## config.mk

```make
export PLATFORM = sky130hd
export DESIGN_NAME = spi_master_param
export DESIGN_NICKNAME = d
export VERILOG_FILES = /design/src/rtl/spi_master_param.sv
export SDC_FILE = /design/constraint.sdc
export NUM_CORES = 1
export LEC_CHECK = 0
export ABC_AREA = 1
export BUFFER_PORTS_ARGS = -buffer_cell sky130_fd_sc_hd__buf_2
export CORE_ASPECT_RATIO = 1.75
export CORE_UTILIZATION = 51
export DETAILED_ROUTE_END_ITERATION = 8
export GPL_TIMING_DRIVEN = 0
export HOLD_SLACK_MARGIN = 0.05
export PLACE_DENSITY = 0.85
export SKIP_LAST_GASP = 1
export SYNTH_ARGS = -nofsm -noshare
export SYNTH_HDL_FRONTEND = slang
export SYNTH_SLANG_ARGS = --single-unit
```

## constraint.sdc

```tcl
create_clock -name clk -period 1.8 [get_ports clk]
set_input_delay 0.18 -clock clk [delete_from_list [all_inputs] [get_ports clk]]
set_output_delay 0.18 -clock clk [all_outputs]
set_load 0.01 [all_outputs]
```

## src/rtl/spi_master_param.sv

```systemverilog
// SPI master with per-frame configuration.
// A frame is captured at start (data, slave index, CPOL/CPHA, bit order, divider)
// and then runs SETUP -> XFER -> HOLD -> IDLE, independent of later input changes.
// Every phase of the frame is measured in half-periods of clk_div+1 clk cycles.
module spi_master_param #(
    parameter int DATA_W = 8,
    parameter int NUM_SS = 4,
    parameter int DIV_W  = 8,
    localparam int SSW   = (NUM_SS > 1) ? $clog2(NUM_SS) : 1
) (
    input  logic              clk,
    input  logic              rst_n,
    input  logic              start_transaction,
    input  logic [DATA_W-1:0] tx_data,
    input  logic [SSW-1:0]    ss_sel,
    input  logic              cpol,
    input  logic              cpha,
    input  logic              lsb_first,
    input  logic [DIV_W-1:0]  clk_div,
    input  logic              miso,
    output logic              sclk,
    output logic              mosi,
    output logic [NUM_SS-1:0] ss_n,
    output logic [DATA_W-1:0] rx_data,
    output logic              transaction_done,
    output logic              busy
);

    // Edge counter covers 2*DATA_W SCLK edges per frame.
    localparam int EW = $clog2(2 * DATA_W);
    localparam logic [EW-1:0] LAST_EDGE = EW'(2 * DATA_W - 1);

    typedef enum logic [1:0] {
        IDLE  = 2'd0,
        SETUP = 2'd1,
        XFER  = 2'd2,
        HOLD  = 2'd3
    } state_t;

    state_t            state_q;
    state_t            state_d;

    // Control counters
    logic [DIV_W-1:0]  div_cnt_q;
    logic [EW-1:0]     edge_cnt_q;

    // Per-frame captured configuration and shift registers
    logic [DIV_W-1:0]  div_q;
    logic              cpha_q;
    logic              lsb_q;
    logic [DATA_W-1:0] tx_sh;
    logic [DATA_W-1:0] rx_sh;

    // Strobes decoded from the current state
    logic accept;
    logic half_end;
    logic edge_evt;
    logic last_edge;
    logic finish;
    logic leading;
    logic sample_evt;
    logic shift_evt;

    // Active-low one-hot select; an index beyond NUM_SS selects nobody.
    function automatic logic [NUM_SS-1:0] ss_decode(input logic [SSW-1:0] sel);
        logic [NUM_SS-1:0] dec;
        dec = '1;
        for (int i = 0; i < NUM_SS; i++) begin
            if (int'(sel) == i) begin
                dec[i] = 1'b0;
            end
        end
        return dec;
    endfunction

    // First bit of a frame, chosen by the requested bit order.
    function automatic logic first_bit(input logic [DATA_W-1:0] d, input logic lsb);
        return lsb ? d[0] : d[DATA_W-1];
    endfunction

    // Next-state logic and per-cycle strobes.
    always_comb begin
        state_d   = state_q;
        accept    = 1'b0;
        edge_evt  = 1'b0;
        last_edge = 1'b0;
        finish    = 1'b0;
        half_end  = (div_cnt_q == div_q);
        case (state_q)
            // The done cycle is spent in IDLE, so a start present there is
            // taken at once: a held start gives back-to-back frames.
            IDLE: begin
                if (start_transaction) begin
                    accept  = 1'b1;
                    state_d = SETUP;
                end
            end
            SETUP: begin
                if (half_end) begin
                    state_d = XFER;
                end
            end
            // Each XFER half-period ends with one SCLK edge; the final edge
            // brings SCLK back to its idle level as HOLD is entered.
            XFER: begin
                if (half_end) begin
                    edge_evt = 1'b1;
                    if (edge_cnt_q == LAST_EDGE) begin
                        last_edge = 1'b1;
                        state_d   = HOLD;
                    end
                end
            end
            HOLD: begin
                if (half_end) begin
                    finish  = 1'b1;
                    state_d = IDLE;
                end
            end
            default: state_d = IDLE;
        endcase
    end

    // Even-numbered edges are leading edges. CPHA=0 samples on leading and
    // shifts on trailing; CPHA=1 is the reverse. The first bit is already on
    // mosi from SETUP, so the very first edge never shifts, and nothing is
    // shifted past the final bit.
    assign leading    = ~edge_cnt_q[0];
    assign sample_evt = edge_evt & (leading != cpha_q);
    assign shift_evt  = edge_evt & (leading == cpha_q) & (edge_cnt_q != '0) & ~last_edge;

    assign busy = (state_q != IDLE) | transaction_done;

    // State register.
    always_ff @(posedge clk or negedge rst_n) begin
        if (!rst_n) begin
            state_q <= IDLE;
        end else begin
            state_q <= state_d;
        end
    end

    // Half-period and edge counters.
    always_ff @(posedge clk or negedge rst_n) begin
        if (!rst_n) begin
            div_cnt_q  <= '0;
            edge_cnt_q <= '0;
        end else begin
            if (state_q == IDLE || half_end) begin
                div_cnt_q <= '0;
            end else begin
                div_cnt_q <= div_cnt_q + DIV_W'(1);
            end
            if (accept) begin
                edge_cnt_q <= '0;
            end else if (edge_evt) begin
                edge_cnt_q <= edge_cnt_q + EW'(1);
            end
        end
    end

    // Serial outputs, selects, completion pulse and received word.
    always_ff @(posedge clk or negedge rst_n) begin
        if (!rst_n) begin
            sclk             <= 1'b0;
            mosi             <= 1'b0;
            ss_n             <= '1;
            rx_data          <= '0;
            transaction_done <= 1'b0;
        end else begin
            transaction_done <= finish;
            if (accept) begin
                sclk <= cpol;
                mosi <= first_bit(tx_data, lsb_first);
                ss_n <= ss_decode(ss_sel);
            end else begin
                if (edge_evt) begin
                    sclk <= ~sclk;
                end
                if (shift_evt) begin
                    mosi <= lsb_q ? tx_sh[1] : tx_sh[DATA_W-2];
                end
                if (finish) begin
                    mosi    <= 1'b0;
                    ss_n    <= '1;
                    rx_data <= rx_sh;
                end
            end
        end
    end

    // Frame configuration capture and data shift registers (no reset needed:
    // every field is loaded at accept before it is used).
    always_ff @(posedge clk) begin
        if (accept) begin
            tx_sh  <= tx_data;
            div_q  <= clk_div;
            cpha_q <= cpha;
            lsb_q  <= lsb_first;
        end else if (shift_evt) begin
            tx_sh <= lsb_q ? (tx_sh >> 1) : (tx_sh << 1);
        end
        if (sample_evt) begin
            rx_sh <= lsb_q ? {miso, rx_sh[DATA_W-1:1]} : {rx_sh[DATA_W-2:0], miso};
        end
    end

endmodule

```

==> impl_metrics.toml, run 1 <==
[drt]
drtPass1Iterations = 6
drt-wirelength-per-cell_um = 12.62
drt_wl_total_um = 5176
route.detailed.drc = 6
dr_total_vias = 2132
drt_iter0_markers = 66
antenna_left = 0
viasPerCell = 5.200

[worst_hold_path]
hold_class = "input port to flop"
min_path_cells = 1

[synthesis]
syn_area_um2 = 2685
mappedNetlistNets = 329
synth_top_area_share_pct = 29.08
ys_warn_count = 0
yosys-top-cells-count = "76 x nand2_1, 38 x inv_1, 33 x nor2_1, 26 x edfxtp_1, 25 x dfrtp_1"
synth_most_common_cell = "nand2_1"
synth-edff-count = 26
synth_cell_types = 29
ys_seq_area_share_pct = 56.29
synth_ff_type = "edfxtp_1"
synth_area_leaders = "edfxtp_1 29%, dfrtp_1 23%, nand2_1 11%"
syn_avg_cell_area_um2 = 9.041
synth_top_area_cell = "edfxtp_1"
synthCells = 297
ys_ff_latch = 55
synth-async-reset-ratio_pct = 52.73

[timing]
min_period_over_period_pct = 94.95
final.setup_skew_ns = 0.006756
rsz0062_at_grt = "false"
worst_pin_slew_ns = 0.6363
min_period_ns = 1.709
max-slew-margin-rel_pct = 57.58
fmax_ghz = 0.5851
fin_setup_tns_ns = 0
layout_setup_ws_ns = 0.09088
slew_violations = 0
finalSetupViolations = 0
final_hold_viol_count = 0

[placed_design]
dpl.cell_count = 391
gp_congestion = 0.7886
dp_hpwl_um = 3899
placed_area_um2 = 2953
dp_slack_ns = -0.3534
io_buffers = 40

[power_and_ir_drop]
peakVddDrop_uv = 840.8
combinationalPowerShare_pct = 35.4
p_int_w = 0.002474
p_total_w = 0.003904
switching_share_pct = 36.64
power_switching_w = 0.001430
pwr-share-seq_pct = 47.9
p_leak_nw = 1.564
clkPwrFrac_pct = 16.8
power_density_nw_per_um2 = 1229

[cts]
numCtsBuffers = 5
clk_pin_slew_ns = 0.09
cts_tree = "done"
clock_latency_ns = 0.30
htree_levels = 2
clkSinkCount = 55
clock_path_buffers = 2
clockRootBuffer = "clkbuf_8"

[cells_and_area]
drive_above_1_share_pct = 25.56
post-route-cell-area_um2 = 3176
antennaDiodeCount = 0
final_cells = 410
final_nets = 387
area_growth_pct = 18.27

[grt]
antenna_found_initial = 0
grt_max_degree = 30
grt_pass1_vias = 2156
grt_use_total_pct = 20.14
grt_pass1_wl_um = 8818
grt.overflow.total = 0

[setup_path]
arrival_ns = 1.78
cp-start-kind = "flop"
worstSetupEndpointType = "flop"
worst-setup-path-type = "flop to flop"
worstPathMaxFanout = 10
crit_required_ns = 1.87
rr_worst_depth = 7

[status]
violations = "design-rule violations"
status = "complete, but fails checks"

[floorplanning]
core_area_um2 = 5020
fp-row-count = 34
initial_core_util_pct = 53.49
ios = 41
fp.dieH_um = 97.99
die_x_um = 56.85
dieArea_um2 = 5570

[flow_run]
drv_cap = 0
-- cells by family (layout without fill, tap and decap cells) --
kind of cell / Yosys count / count (layout) / share of synthesized area, %
xor+xnor: 5 / 5 / 1.631
flops: 55 / 55 / 56.29
compound gates: 35 / 35 / 8.154
fa+ha+maj: 7 / 7 / 3.262
simple gates: 145 / 145 / 23.30
buf+inv: 50 / 109 / 7.362
-- layout make-up --
class | instances | area [um^2]
multi-input combinational | 192 | 1001
inverter | 45 | 173.9
tap | 54 | 67.56
sequential | 55 | 1511
fill | 421 | 1844
clock inverter | 1 | 7.507
clock buffer | 7 | 76.32
buffer | 5 | 35.03
timing repair buffer | 51 | 302.8
-- layout by cell type, fill, tap and decap left out, types with 3 or more instances in the layout --
master         instances
nand2_1               72
buf_2                 41
inv_1                 37
nor2_1                32
edfxtp_1              26
dfrtp_1               25
o21ai_0               13
nand3_1               13
nand2_2                9
o22ai_1                8
dlygate4sd3_1          8
nor3_1                 7
o21ai_2                7
inv_2                  6
ha_1                   6
xor2_1                 5
clkbuf_8               5
buf_4                  4
dfstp_2                4
clkbuf_1               3
nand2_4                3
a21oi_1                3
-- flip-flops by register name, summed over array words and instances, names as in the netlist --
| signal | flops |
|---|---|
| cpha_q | 1 |
| div_cnt_q | 8 |
| div_q | 8 |
| edge_cnt_q | 4 |
| lsb_q | 1 |
| mosi | 1 |
| rx_data | 8 |
| rx_sh | 8 |
| sclk | 1 |
| ss_n | 4 |
| state_q | 2 |
| transaction_done | 1 |
| tx_sh | 8 |
-- power by group through the flow --
stage               sequential, W  clock, W  combinational [W]
floorplan                 0.00189         0           0.000886
global placement          0.00188         0            0.00122
detailed placement        0.00189         0            0.00128
CTS                       0.00187  0.000662            0.00137
global route              0.00190  0.000710            0.00155
finish                    0.00187  0.000655            0.00138
-- repair_timing --
action | in CTS | in global routing
hold buffers | 7 | 1
buffers inserted | 3 | 0
resized for setup | 7 | 6
pin swaps | 0 | 1
setup endpoints to repair | 45 | 33
hold endpoints to repair | 31 | 1
-- worst paths after layout --
kind | startpoint | to | slack [ns]
max | state_q[0] | tx_sh[1] | 0.09
max reg2reg | state_q[0] | tx_sh[1] | 0.09
max in group asynchronous | rst_n | sclk | 0.95
min in group asynchronous | rst_n | rx_data[6] | 0.43
min reg2reg | rx_data[6] | rx_data[6] | 0.49
min | clk_div[6] | div_q[6] | 0.05
-- per-stage QoR --
stage / util [%] / hold slack, ns
after floorplan: - / -0.1156
after global placement: 58.82 / 0.2278
after detailed placement: 58.82 / 0.2359
after CTS: 62.71 / 0.05129
after global routing: 63.26 / 0.05037
final: 63.26 / 0.05433
-- routing by layer --
metal,global-route usage (%),vias up,part of all wire (%)
met4,7.317,0,1.7
met1,21.42,1009,40
li1,-,1066,-
met5,0,-,0
met2,38.74,47,55
met3,3.179,10,3.3
-- worst max-delay path: stages, from the launching register on --
cell and delay, ns:
dfrtp_1 0.43, inv_1 0.11, ha_2 0.20, nand2_2 0.10, buf_4 0.19, buf_2 0.19
o22ai_1 0.19, nor2_1 0.05
No activity file was read; power rests on OpenSTA's default activity.
==> run 2, diff against run 1 <==
CORE_UTILIZATION = 45   (was 51)
CTS_BUF_LIST = sky130_fd_sc_hd__clkbuf_8   (was default)
PLACE_DENSITY = 0.77   (was 0.85)
==> impl_metrics.toml, run 2 (same netlist as run 1, synthesis figures left out) <==
[status]
status = "finished clean"

[timing]
worst_pin_slew_ns = 0.6358
fin_setup_tns_ns = 0
min_period_ns = 1.700
min_period_over_period_pct = 94.43
max-slew-margin-rel_pct = 57.61
final_hold_viol_count = 0
fmax_ghz = 0.5883
final.setup_skew_ns = 0.003344
slew_violations = 0
finalSetupViolations = 0

[setup_path]
worst-setup-path-type = "flop to flop"
arrival_ns = 1.77
crit_required_ns = 1.87
worstSetupEndpointType = "flop"
worstPathMaxFanout = 10
cp-start-kind = "flop"

[power_and_ir_drop]
combinationalPowerShare_pct = 36.3
p_total_w = 0.003949
switching_share_pct = 36.51
peakVddDrop_uv = 990.7
p_leak_nw = 1.596
pwr-share-seq_pct = 47.5
power_density_nw_per_um2 = 1216
clkPwrFrac_pct = 16.3
power_switching_w = 0.001442
p_int_w = 0.002508

[cells_and_area]
final_cell_mix = "72 x nand2_1, 40 x buf_2, 38 x inv_1"
drive_above_1_share_pct = 26.94
area_growth_pct = 20.97
fill_cells = 542
final_cells = 436
fin_util_pct = 57.23
final_common_cell = "nand2_1"
antennaDiodeCount = 0
final_nets = 391

[grt]
grt_pass1_wl_um = 8611
grt_max_degree = 30
antenna_found_initial = 0
grt.overflow.total = 0
grt_use_total_pct = 18.08
grt_pass1_vias = 1956

[drt]
dr_total_vias = 2154
drtPass1Iterations = 4
viasPerCell = 4.940
drt_wl_total_um = 5247
route.detailed.drc = 0
antenna_left = 0
drt_iter0_markers = 74
drt-wirelength-per-cell_um = 12.03

[cts]
htree_levels = 2
clockRootBuffer = "clkbuf_8"
clk_pin_slew_ns = 0.09
clock_latency_ns = 0.30
clock_path_buffers = 2
clkSinkCount = 55
cts_tree = "done"
numCtsBuffers = 5

[floorplanning]
fp-row-count = 36
dieArea_um2 = 6292
ios = 41
fp.dieH_um = 104.2
die_x_um = 60.39
initial_core_util_pct = 47.31
core_area_um2 = 5675

[worst_hold_path]
hold_class = "input port to flop"

[flow_run]
drv_cap = 0

[placed_design]
dp_hpwl_um = 3883
io_buffers = 40
gp_congestion = 0.8055
dpl.cell_count = 413
run 2: worst paths after layout:
path | end | slack [ns] | depth (start not counted) | from
hold / removal | lsb_q | 0.08 | 1 | lsb_first
setup reg to reg | tx_sh[4] | 0.10 | 7 | state_q[0]
max in group asynchronous | div_cnt_q[0] | 0.93 | 2 | rst_n
hold reg to reg | rx_data[6] | 0.49 | 2 | rx_data[6]
min in group asynchronous | rx_data[6] | 0.42 | 2 | rst_n
setup / recovery | tx_sh[4] | 0.10 | 7 | state_q[0]
run 2: timing repair:
| item | in CTS | in global routing |
|---|---|---|
| resized for setup | 9 | 8 |
| setup endpoints to repair | 45 | 39 |
| hold buffers | 5 | 5 |
| hold endpoints to repair | 29 | 5 |
| pin swaps | 0 | 1 |
| buffers inserted | 2 | 3 |
run 2: through the flow:
step           setup slack, ns  hold WS (ns)  cell area [um^2]
2_1_floorplan          0.01713       -0.1156              2685
6_report                0.1003       0.07688              3248
3_5_place_dp           -0.4064        0.2387              2980
4_1_cts               0.008909       0.05029              3151
5_1_grt               -0.01917       0.06550              3248
3_3_place_gp           -0.3660        0.2361              2980
run 2: critical path, stage by stage (launching register included):
cell and delay (ns):
dfrtp_1 0.40, inv_1 0.11, ha_2 0.21, nand2_2 0.10, buf_4 0.20, clkbuf_4 0.19, o22ai_1 0.18, nor2_1 0.05
run 2: power by group through the flow:
| stage | combinational (W) | sequential, W | clock, W |
|---|---|---|---|
| after floorplan | 0.000886 | 0.00189 | 0 |
| after global placement | 0.00123 | 0.00188 | 0 |
| after detailed placement | 0.00127 | 0.00190 | 0 |
| after CTS | 0.00136 | 0.00187 | 0.000652 |
| after global routing | 0.00164 | 0.00191 | 0.000706 |
| final | 0.00143 | 0.00188 | 0.000642 |
run 2: per-layer routing:
metal / global-route usage (%) / routed length [um] / up-vias
met1: 21.34 / 2031 / 1017
met5: 0 / 0 / -
met3: 3.109 / 213 / 9
met2: 31.63 / 2916 / 55
met4: 5.980 / 86 / 0
li1: - / - / 1073
run 2: final cells by class:
| cell class | count | area [um^2] | share of cell area, % |
|---|---|---|---|
| clock inverters | 3 | 12.51 | 0.3852 |
| flip-flops and latches | 55 | 1513 | 46.57 |
| clock buffers | 5 | 68.82 | 2.119 |
| repair buffers | 55 | 337.8 | 10.40 |
| well taps | 76 | 95.09 | 2.928 |
| inverters | 45 | 173.9 | 5.354 |
| plain buffers | 5 | 37.54 | 1.156 |
| multi-input cells | 192 | 1010 | 31.09 |
